--- config.mk ---
export PLATFORM = sky130hd
export DESIGN_NAME = pattern_det_arbiter
export DESIGN_NICKNAME = d
export VERILOG_FILES = /design/src/rtl/pattern_det_arb_pkg.sv /design/src/rtl/pattern_det_arbiter_rr.sv /design/src/rtl/pattern_det_arbiter.sv
export SDC_FILE = /design/constraint.sdc
export NUM_CORES = 1
export LEC_CHECK = 0
export ABC_AREA = 1
export CAP_MARGIN = 20
export CORE_MARGIN = 3
export CORE_UTILIZATION = 50
export DETAILED_ROUTE_END_ITERATION = 6
export GPL_ROUTABILITY_DRIVEN = 0
export PLACE_DENSITY = 0.87
export SLEW_MARGIN = 10
export SYNTH_ARGS = -nofsm -noshare
export SYNTH_HDL_FRONTEND = slang
export SYNTH_HIERARCHICAL = 1
export SYNTH_SLANG_ARGS = --single-unit
--- constraint.sdc ---
create_clock -name clk -period 5.2 [get_ports clk]
set_input_delay 1.04 -clock clk [delete_from_list [all_inputs] [get_ports clk]]
set_output_delay 1.04 -clock clk [all_outputs]
set_load 0.02 [all_outputs]
--- src/rtl/pattern_det_arb_pkg.sv ---
// Shared types and default timing for the pattern detector arbiter.
// State encoding, LED width and a small constant helper live here.
package pattern_det_arb_pkg;

  localparam int LED_W       = 5;
  localparam int DEF_NREQ    = 4;
  localparam int DEF_MAX_LEN = 16;
  localparam int DEF_TRIG_HI = 1;
  localparam int DEF_GAP     = 4;
  localparam int DEF_SETTLE  = 2;

  typedef enum logic [2:0] {
    ST_IDLE   = 3'd0,
    ST_CLEAR  = 3'd1,
    ST_DRIVE  = 3'd2,
    ST_GAP    = 3'd3,
    ST_SETTLE = 3'd4,
    ST_DONE   = 3'd5
  } state_t;

  function automatic int max3(input int a, input int b, input int c);
    int m;
    m = (a > b) ? a : b;
    return (m > c) ? m : c;
  endfunction

endpackage

--- src/rtl/pattern_det_arbiter_rr.sv ---
// Combinational round-robin picker: lowest requester at or above ptr,
// wrapping to 0. The pointer register lives in the parent.
module rr_arbiter
  import pattern_det_arb_pkg::*;
#(
  parameter int N  = 4,
  parameter int PW = $clog2(N)
) (
  input  logic [N-1:0]  req,
  input  logic [PW-1:0] ptr,
  output logic [N-1:0]  win,
  output logic          valid
);

  logic [N-1:0] mask;
  logic [N-1:0] hi;
  logic [N-1:0] pick;

  assign mask  = ~((N'(1) << ptr) - N'(1));
  assign hi    = req & mask;
  assign pick  = (|hi) ? hi : req;
  assign win   = pick & (~pick + N'(1));
  assign valid = |req;

endmodule

--- src/rtl/pattern_det_arbiter.sv ---
// Round-robin sequencer sharing one serial pattern detector.
// Define PATTERN_DET_ARB_STICKY_EN to OR det_led over the whole frame.
module pattern_det_arbiter
  import pattern_det_arb_pkg::*;
#(
  parameter int NREQ    = DEF_NREQ,
  parameter int MAX_LEN = DEF_MAX_LEN,
  parameter int LEN_W   = $clog2(MAX_LEN + 1),
  parameter int TRIG_HI = DEF_TRIG_HI,
  parameter int GAP     = DEF_GAP,
  parameter int SETTLE  = DEF_SETTLE
) (
  input  logic                    clk,
  input  logic                    reset,
  input  logic [NREQ-1:0]         req,
  input  logic [NREQ*MAX_LEN-1:0] req_data,
  input  logic [NREQ*LEN_W-1:0]   req_len,
  output logic [NREQ-1:0]         gnt,
  output logic [NREQ-1:0]         done,
  output logic [LED_W-1:0]        rsp_led,
  output logic                    busy,
  output logic                    det_data,
  output logic                    det_trig,
  output logic                    det_clr,
  input  logic [LED_W-1:0]        det_led
);

  localparam int PW = $clog2(NREQ);
  localparam int CW = $clog2(max3(TRIG_HI, GAP, SETTLE) + 1);

  state_t             state;
  logic [PW-1:0]      ptr;
  logic [PW-1:0]      win_idx;
  logic [PW-1:0]      ptr_nxt;
  logic [NREQ-1:0]    win;
  logic               win_vld;
  logic [LEN_W-1:0]   len;
  logic [LEN_W-1:0]   idx;
  logic [LEN_W-1:0]   len_raw;
  logic [LEN_W-1:0]   len_clip;
  logic [CW-1:0]      cnt;
  logic [MAX_LEN-1:0] bits;
  logic [LED_W-1:0]   led_fold;

  rr_arbiter #(.N(NREQ), .PW(PW)) u_rr (
    .req   (req),
    .ptr   (ptr),
    .win   (win),
    .valid (win_vld)
  );

  // Encode the one-hot winner for slice select and pointer advance
  always_comb begin
    win_idx = '0;
    for (int k = 0; k < NREQ; k++)
      if (win[k]) win_idx = PW'(k);
  end

  assign ptr_nxt  = (win_idx == PW'(NREQ - 1)) ? '0
                  : win_idx + PW'(1);
  assign len_raw  = req_len[int'(win_idx)*LEN_W +: LEN_W];
  assign len_clip = (len_raw > LEN_W'(MAX_LEN)) ? LEN_W'(MAX_LEN)
                  : len_raw;

`ifdef PATTERN_DET_ARB_STICKY_EN
  logic [LED_W-1:0] acc;

  // Collect every det_led seen in GAP and SETTLE of this frame
  always_ff @(posedge clk or negedge reset) begin
    if (!reset)
      acc <= '0;
    else if (state == ST_CLEAR)
      acc <= '0;
    else if (state == ST_GAP || state == ST_SETTLE)
      acc <= acc | det_led;
  end

  assign led_fold = acc | det_led;
`else
  assign led_fold = det_led;
`endif

  // Frame sequencer; outputs are set for the state being entered
  always_ff @(posedge clk or negedge reset) begin
    if (!reset) begin
      state    <= ST_IDLE;
      ptr      <= '0;
      idx      <= '0;
      cnt      <= '0;
      len      <= '0;
      bits     <= '0;
      gnt      <= '0;
      done     <= '0;
      rsp_led  <= '0;
      busy     <= 1'b0;
      det_data <= 1'b0;
      det_trig <= 1'b0;
      det_clr  <= 1'b0;
    end else begin
      done    <= '0;
      det_clr <= 1'b0;
      unique case (state)
        ST_IDLE: begin
          if (win_vld) begin
            state   <= ST_CLEAR;
            gnt     <= win;
            ptr     <= ptr_nxt;
            bits    <= req_data[int'(win_idx)*MAX_LEN +: MAX_LEN];
            len     <= len_clip;
            busy    <= 1'b1;
            det_clr <= 1'b1;
          end
        end
        ST_CLEAR: begin
          idx <= '0;
          cnt <= '0;
          if (len == '0) begin
            state    <= ST_SETTLE;
            det_data <= 1'b0;
          end else begin
            state    <= ST_DRIVE;
            det_trig <= 1'b1;
            det_data <= bits[0];
          end
        end
        ST_DRIVE: begin
          if (cnt == CW'(TRIG_HI - 1)) begin
            cnt      <= '0;
            state    <= ST_GAP;
            det_trig <= 1'b0;
          end else begin
            cnt <= cnt + CW'(1);
          end
        end
        ST_GAP: begin
          if (cnt == CW'(GAP - 1)) begin
            cnt <= '0;
            if (idx == len - LEN_W'(1)) begin
              state    <= ST_SETTLE;
              det_data <= 1'b0;
            end else begin
              idx      <= idx + LEN_W'(1);
              bits     <= bits >> 1;
              state    <= ST_DRIVE;
              det_trig <= 1'b1;
              det_data <= bits[1];
            end
          end else begin
            cnt <= cnt + CW'(1);
          end
        end
        ST_SETTLE: begin
          // det_led on the edge entering DONE is the DONE-cycle view
          if (cnt == CW'(SETTLE - 1)) begin
            cnt     <= '0;
            state   <= ST_DONE;
            done    <= gnt;
            rsp_led <= led_fold;
          end else begin
            cnt <= cnt + CW'(1);
          end
        end
        ST_DONE: begin
          state <= ST_IDLE;
          gnt   <= '0;
          busy  <= 1'b0;
        end
        default: begin
          state <= ST_IDLE;
          gnt   <= '0;
          busy  <= 1'b0;
        end
      endcase
    end
  end

endmodule

==> metrics.csv <==
stage,metric,value,unit
timing,Slew @ Worst Pin,0.671,ns
die,Floorplan Core Area,6390,sq um
die,num ports,112,
route,total number of vias,3622,
logic_synthesis,Yosys warning count,6,
route,Avg WL per Cell,15.0,um
cts,post-cts hold buffer count,0,
cts,post-CTS sizing,0,
global_route,vias in the first global route,3469,
logic_synthesis,Syn Nets,578,
timing,Fin. Hold Viols,0,
placed_design,DP HPWL,7130,um
run,max_cap viols,0,
logic_synthesis,Synth Area in XOR/XNOR,1.58,%
finish,Layout Nets,679,
logic_synthesis,Synth Register Bits,51,
hold_path,HP Class,register to register,
finish,synth-to-layout area growth,37.6,%
timing,max frequency,292,MHz
die,die outline height,87.6,um
cts,TritonCTS clock tree,built,
logic_synthesis,largest family of logic cells by synthesized area,simple AND/OR/NAND/NOR gates,
logic_synthesis,Synth Area in Compound Gates,14.3,%
die,DIE WIDTH,87.6,um
finish,Diodes inserted,0,
worst_setup_path,CP startpoint kind,primary input,
timing,TNS Setup,0,ns
logic_synthesis,Post-Syn Area,3330,sq um
status,status,completed,
logic_synthesis,Synth cell types,35,
global_route,GRT overflow,0,
route,Post-DRT Antenna Nets,0,
cts,clock buffer depth,2,
logic_synthesis,top-area cell type share of the netlist area,38.3,%
logic_synthesis,Mean Syn Cell Area,6.99,sq um
pwr,"IR drop worst, VDD",343,uV
timing,# setup viols final,0,
logic_synthesis,proportion of synthesized area in mux cells,1.69,%
die,die area,7670,sq um
pwr,leak pwr,2.16,nW
route,DRC,0,
cts,Root Driver,clkbuf_8,
timing,RSZ-0062 raised after global routing,no,
logic_synthesis,Mapped Cells,476,
route,vias per cell,5.53,
timing,min cycle time layout,3.42,ns
timing,Final Skew,0.00408,ns
timing,Slew HR,55.2,%
timing,"Slew Viols, Final",0,
worst_setup_path,Worst Setup End Kind,register,
cts,Clock Latency Late Sink,0.31,ns
pwr,pwr/cell area,512,nW/um^2
cts,total CTS buffers,5,
logic_synthesis,"Seq/Total Area, Yosys",38.3,%
cts,clock sink total,51,
cts,H-tree levels,2,
worst_setup_path,WP data required,5.45,ns
route,drt first-iter violations,222,
logic_synthesis,Yosys top cell by area,dfrtp_1,
logic_synthesis,Synth Area in Adders,2.63,%
route,final wirelength,9790,um
global_route,largest net degree at the start of global routing,52,
worst_setup_path,Crit path arrival time,3.68,ns
finish,share of post-route cells with drive strength above 1,6.75,%
cts,clk slew on worst S/H paths,0.10,ns
timing,Final Cycle Share,65.9,%
logic_synthesis,ranking of synthesized cells by area,"dfrtp_1, nand2_1, nand3_1",
cts,"Setup Fix Bufs, Post-CTS",0,
route,1st-pass router iterations,4,
global_route,first-pass GRT wire length,15700,um
die,floorplan row count,29,
global_route,antenna violations before repair,0,
logic_synthesis,Synth Area in Simple Gates,33.6,%
worst_setup_path,Critical Path Fanout Max,28,
global_route,overall routing resource usage,25.5,%
worst_setup_path,type of the worst setup path,primary input to register,
finish,"Core Util, Final",71.7,%
die,Initial Util,52.1,%
placed_design,Port-buffer cells,111,
==> layer usage <==
metal  track usage, %  vias up  wire, um
met3             2.82       20       537
li1                 -     1759         -
met5                0        -         0
met1             34.3     1707      4170
met2             42.6      136      4840
met4             9.48        0       246
==> registers in the layout, indices dropped and copies added (netlist names) <==
signal and count:
bits 16, idx 5, len 5, rsp_led 5, done 4, gnt 4
cnt 3, state 3, ptr 2, busy 1, det_clr 1, det_data 1
det_trig 1
==> cell type report <==
type	count	area, sq um
Sequential cell	51	1280
Fill cell	519	1810
Tap cell	77	96.3
Multi-Input combinational cell	367	1790
Clock inverter	3	67.6
Timing Repair Buffer	115	1140
Inverter	37	139
Clock buffer	5	68.8
==> through the flow <==
stage	power [mW]	setup slack (ns)	instance area (sq um)	hold WS [ns]	instances
after floorplan	1.62	2.74	3330	0.475	476
after global placement	1.94	1.61	4440	0.479	647
after detailed placement	1.99	1.48	4440	0.466	647
after CTS	2.34	1.81	4580	0.491	655
after global routing	2.56	1.50	4580	0.532	655
final	2.35	1.78	4580	0.485	655
==> synthesized netlist by cell type, drive strengths merged <==
master	instances
o22ai	22
o31ai	1
o21ai	38
o211ai	1
nand4	4
nor2	52
o21a	1
nand3b	1
or4	1
a21oi	19
xnor2	2
o221ai	1
clkbuf	5
xor2	4
nand2	163
nor3	3
inv	37
dfrtp	51
a31oi	1
ha	7
mux2	5
buf	16
nand3	41
==> cells in the final DEF (no fill, tap or decap), types with 2 or more instances in the layout <==
cell,count
nand3_1,39
clkdlybuf4s50_1,110
bufinv_16,2
xor2_1,4
o21ai_1,15
ha_1,7
nand4_1,4
nand2_1,158
xnor2_1,2
nor2_1,48
nor2_2,4
nand2_4,2
buf_4,4
clkbuf_8,5
inv_2,7
nor3_1,2
o21ai_0,23
o22ai_1,22
nand2_2,3
dfrtp_1,51
inv_1,30
a21oi_1,17
mux2_2,5
==> critical path: stages <==
cell and delay [ns]:
clkdlybuf4s50_1 0.52, nand2_1 0.10, nand3_1 0.12, nand2_1 0.06
nand2_1 0.08, nand2_1 0.07, nor2_1 0.28, inv_2 0.10
a21oi_2 0.47, buf_4 0.40, o22ai_1 0.12, nand2_1 0.08
nand2_1 0.05, nand2_1 0.06, nand2_1 0.06, nand2_1 0.07
==> final timing paths <==
path / end / start / depth (start not counted) / slack, ns
min in group asynchronous: bits[3] / reset / 2 / 0.84
hold reg to reg: det_trig / det_trig / 2 / 0.49
setup / recovery: bits[13] / req[2] / 16 / 1.78
max in group asynchronous: idx[1] / reset / 2 / 3.91
setup reg to reg: bits[13] / ptr[0] / 16 / 2.44
hold / removal: det_trig / det_trig / 2 / 0.49
==> power breakdown <==
group / total [mW] / switching (mW) / internal [mW] / leakage (nW)
Clock: 0.331 / 0.139 / 0.192 / 0.0644
Sequential: 0.665 / 0.114 / 0.551 / 0.646
Combinational: 1.35 / 0.846 / 0.505 / 1.45
==> kinds of logic after synthesis <==
kind of cell    after synthesis
buf+inv                      58
fa+ha+maj                     7
flops                        51
xor+xnor                      6
simple gates                265
compound gates               84
mux                           5
Power figures use the tool's default switching activity.
